===== src/rtl/prio_enc_pkg.sv =====
// Shared priority-search helpers for the priority encoder family.
// Searches run over a fixed 64-bit vector; narrower callers zero-extend.
package prio_enc_pkg;

  localparam int MAX_N = 64;
  localparam int MAX_W = 6;

  typedef enum logic {IDLE = 1'b0, PRESENT = 1'b1} enc_state_t;

  typedef struct packed {
    logic             found;
    logic [MAX_W-1:0] idx;
  } find_t;

  // Last hit in scan order wins, so the scan runs toward the priority end.
  function automatic find_t prio_find(input logic [MAX_N-1:0] vec, input logic msb_first);
    find_t r;
    int    b;
    r = '0;
    for (int i = 0; i < MAX_N; i++) begin
      b = msb_first ? i : (MAX_N - 1 - i);
      if (vec[b]) begin
        r.found = 1'b1;
        r.idx   = b[MAX_W-1:0];
      end
    end
    return r;
  endfunction

  function automatic logic [MAX_N-1:0] idx2onehot(input logic [MAX_W-1:0] idx);
    logic [MAX_N-1:0] one;
    one = {{(MAX_N-1){1'b0}}, 1'b1};
    return one << idx;
  endfunction

endpackage


===== src/rtl/prio_find_comb.sv =====
// Combinational N-to-W priority search with found flag.
module prio_find_comb
  import prio_enc_pkg::*;
#(
  parameter int N            = 8,
  parameter int PRIORITY_MSB = 1,
  localparam int W           = $clog2(N)
) (
  input  logic [N-1:0] vec,
  output logic [W-1:0] idx,
  output logic         found
);

  find_t r;

  always_comb begin
    r     = prio_find(MAX_N'(vec), PRIORITY_MSB != 0);
    idx   = W'(r.idx);
    found = r.found;
  end

endmodule


===== src/rtl/prio_req_encoder.sv =====
// Registered priority request encoder: captures request pulses into a pending
// vector and presents the highest-priority unmasked one on valid/ready.
module prio_req_encoder
  import prio_enc_pkg::*;
#(
  parameter int N            = 8,
  parameter int PRIORITY_MSB = 1,
  localparam int W           = $clog2(N)
) (
  input  logic         clk,
  input  logic         rst_n,
  input  logic         enable,
  input  logic [N-1:0] din,
  input  logic [N-1:0] mask,
  input  logic         ready,
  output logic [W-1:0] dout,
  output logic         valid,
  output logic [N-1:0] pending
);

  enc_state_t   st;
  logic [N-1:0] acc, clr, pnd_nxt, cand;
  logic [W-1:0] sel;
  logic         found, hs;

  always_comb begin
    acc     = enable ? (pending | din) : pending;
    hs      = (st == PRESENT) && ready && enable;
    clr     = hs ? N'(idx2onehot(MAX_W'(dout))) : '0;
    // A fresh pulse on the bit being served keeps it pending.
    pnd_nxt = (acc & ~clr) | (din & clr & {N{enable}});
    cand    = pnd_nxt & ~mask;
  end

  prio_find_comb #(.N(N), .PRIORITY_MSB(PRIORITY_MSB)) u_find (
    .vec   (cand),
    .idx   (sel),
    .found (found)
  );

  always_ff @(posedge clk or negedge rst_n) begin
    if (!rst_n) begin
      pending <= '0;
      dout    <= '0;
      st      <= IDLE;
    end else begin
      pending <= pnd_nxt;
      if (!enable) begin
        st   <= IDLE;
        dout <= '0;
      end else begin
        case (st)
          IDLE:
            if (found) begin
              dout <= sel;
              st   <= PRESENT;
            end
          PRESENT:
            if (ready) begin
              if (found) dout <= sel;
              else       st   <= IDLE;
            end
        endcase
      end
    end
  end

  assign valid = (st == PRESENT);

endmodule


===== config.mk =====
export PLATFORM = sky130hd
export DESIGN_NAME = prio_req_encoder
export DESIGN_NICKNAME = d
export VERILOG_FILES = /design/src/rtl/prio_enc_pkg.sv /design/src/rtl/prio_find_comb.sv /design/src/rtl/prio_req_encoder.sv
export SDC_FILE = /design/constraint.sdc
export NUM_CORES = 1
export LEC_CHECK = 0
export CAP_MARGIN = 20
export CORE_AREA = 5 5 69 46
export DETAILED_ROUTE_END_ITERATION = 16
export DIE_AREA = 0 0 74 51
export GPL_ROUTABILITY_DRIVEN = 0
export HOLD_SLACK_MARGIN = 0.05
export MAX_ROUTING_LAYER = met4
export PLACE_DENSITY = 0.67
export SETUP_SLACK_MARGIN = 0.2
export SYNTH_ARGS = -nofsm -noshare
export SYNTH_HDL_FRONTEND = slang
export SYNTH_SLANG_ARGS = --single-unit

===== constraint.sdc =====
create_clock -name clk -period 1.75 [get_ports clk]
set_clock_uncertainty 0.2 [all_clocks]
set_input_delay 0.525 -clock clk [delete_from_list [all_inputs] [get_ports clk]]
set_output_delay 0.525 -clock clk [all_outputs]
set_load 0.01 [all_outputs]

==> results.toml <==
[outcome]
status = "finished, violations left"
violations = "setup timing"

[finish]
syn_to_final_growth_pct = 85.28
drive_gt1_share_pct = 47.71
n_fill_cell = 199
fin_nets = 174
n_antenna_cell = 0
finalInstanceArea_mm2 = 0.001511
layout.cells.non_filler = 185

[detailed_routing]
antenna_left = 0
first_iter_violations = 35
drc = 0
num_vias = 992
first_pass_iters = 4
vias_per_cell = 5.362
wl_per_cell_um = 17.01
wl_um = 3147

[global_routing]
grt_max_degree = 13
grt_pass1_wl_um = 4761
track_usage_pct = 17.03
grt_antenna_before_repair = 0
grt_overflow = 0
grt_pass1_vias = 988

[sta]
slew_viol_final = 0
fin_ws_ns = -0.2301
fin_setup_tns_ns = -0.9730
relSlewSlack_pct = 77.91
finalHoldViolations = 0
fmax_mhz = 505.0
setup_violations = 6
post-route-period-util_pct = 113.2
tightest_slew_ns = 0.3313
rsz0062_at_grt = "true"
period_needed_ns = 1.980

[placement]
place_area_mm2 = 0.001275
place_ws_ns = -0.8061
port_buffers = 31
post-dp-hpwl_um = 1968
placed_cells = 167

[worst_setup_path]
slowest_delay_ns = 0.45
cp_top_family = "compound AO/OA/AOI/OAI gates"
cpMaxStageDelayCell = "dfrtp_2"
cp_cell_sequence = "and4b_2 -> a311oi_4 -> nor2_1 -> o311a_1 -> o22ai_2"
critPathCaptureType = "register"
critPathArrivalTime_ns = 1.94
path_class = "register to register"
critPathMaxFanout = 7
path_buf_inv = 0
critPathLaunchType = "register"
worst_ep_required_time_ns = 1.71

[synth]
synth_most_common_cell = "nand2_1"
synthTopCellsByArea = "dfrtp_1, nand2_1, and4bb_4"
synth_compound_area_share_pct = 28.83
post-synth-top-area-cell = "dfrtp_1"
synth_top_family_by_area = "compound AO/OA/AOI/OAI gates"
ys.flop_type = "dfrtp_1"
yosys_register_bits = 12
synth_xor_area_share_pct = 0
synthCells = 90
ys_seq_area_share_pct = 36.81
synth_common_cells = "nand2_1, dfrtp_1, a21oi_1, a311o_1, o21ai_0"
synth_simple_gate_area_share_pct = 28.83
ys_warn_count = 0
async_flop_share_pct = 100.0
syn_area_um2 = 815.8
synth_edf_count = 0
synth_cell_types = 29
synth_top_area_share_pct = 36.81
syn-num-nets = 110
muxShareOfSynthArea_pct = 0
yosys.area_share.adder_pct = 0
postSynthAreaPerCell_um2 = 9.064

[clocking]
cts_tree = "done"
root_buffer = "clkbuf_8"
cts_made_buffers = 3
clk_pin_slew_ns = 0.06
cts_sinks = 12
htree_levels = 1
clockBufferDepth = 2
clock_latency_ns = 0.24

[floorplanning]
die_w_um = 74
die_y_um = 51
die_area_mm2 = 0.003774
core_area_mm2 = 0.002435
start_util_pct = 33.50
ioPinCount = 32
rows = 14

[run]
max-cap-violations = 0

[power_and_ir_drop]
peakVddDrop_mv = 0.2793
p_leak_nw = 0.6422
power_density_mw_per_mm2 = 620.3

[hold_path]
hold_class = "register to register"
[where the power goes]
group          switching, W  internal [W]
Combinational      0.000136      0.000174
Sequential        0.0000214      0.000297
Clock              0.000110      0.000199
[worst min-delay path, stage by stage (launching register included)]
cell and delay [ns]:
dfrtp_1 0.37, nand2_1 0.06, nand2_1 0.05
[cells in the final DEF (no fill, tap or decap), types with 4 or more instances in the layout]
cell and count:
dfrtp_1 9, a311o_1 4, o21ai_0 4, dlygate4sd2_1 8
buf_4 25, buf_2 10, nand2_1 24, clkdlybuf4s50_1 9
clkbuf_8 4, buf_6 11, a21oi_1 6
[registers in the layout, summed over array words and instances (netlist names)]
signal	cells
dout	3
pending	8
valid	1
[final cells by class]
type	count	area [µm²]	share of cell area [%]
Tap cell	32	40.04	2.649
Clock buffer	4	55.05	3.642
Inverter	2	7.507	0.4967
Sequential cell	12	304.0	20.12
Multi-Input combinational cell	72	583.1	38.58
Timing Repair Buffer	63	521.8	34.52
[worst paths after layout]
kind                                 start         end  slack (ns)  cells past startpoint
worst min-delay path            pending[0]  pending[0]        0.30                      2
max in group asynchronous            rst_n     dout[1]        0.77                      2
worst max-delay path                 valid     dout[1]       -0.23                      5
min in group asynchronous            rst_n  pending[6]        0.40                      2
worst max register to register       valid     dout[1]       -0.23                      5
worst min register to register  pending[0]  pending[0]        0.30                      2
[per-stage QoR]
stage / power, W / util (%) / hold slack (ns)
4_1_cts: 0.0009048 / 58.32 / 0.3141
6_report: 0.0009375 / 62.08 / 0.3048
2_1_floorplan: 0.0004264 / - / 0.02941
3_5_place_dp: 0.0005646 / 52.36 / 0.3052
3_3_place_gp: 0.0005618 / 52.36 / 0.2842
5_1_grt: 0.0009844 / 62.08 / 0.3370
[cell families after synthesis]
family / after synthesis
compound gates: 31
buf+inv: 6
flops: 12
simple gates: 41
[layer usage]
layer	global-route usage [%]	part of all wire [%]
met1	21.47	44
met2	27.06	46
met3	4.697	7.5
met4	4.217	1.9
met5	-	0
[what timing repair did]
action / CTS / global route
hold buffers: 0 / 0
resized for setup: 85 / 11
pin swaps: 23 / 11
buffers inserted: 10 / 4
endpoints found under the setup margin: 24 / 8
Power figures use the tool's default switching activity.
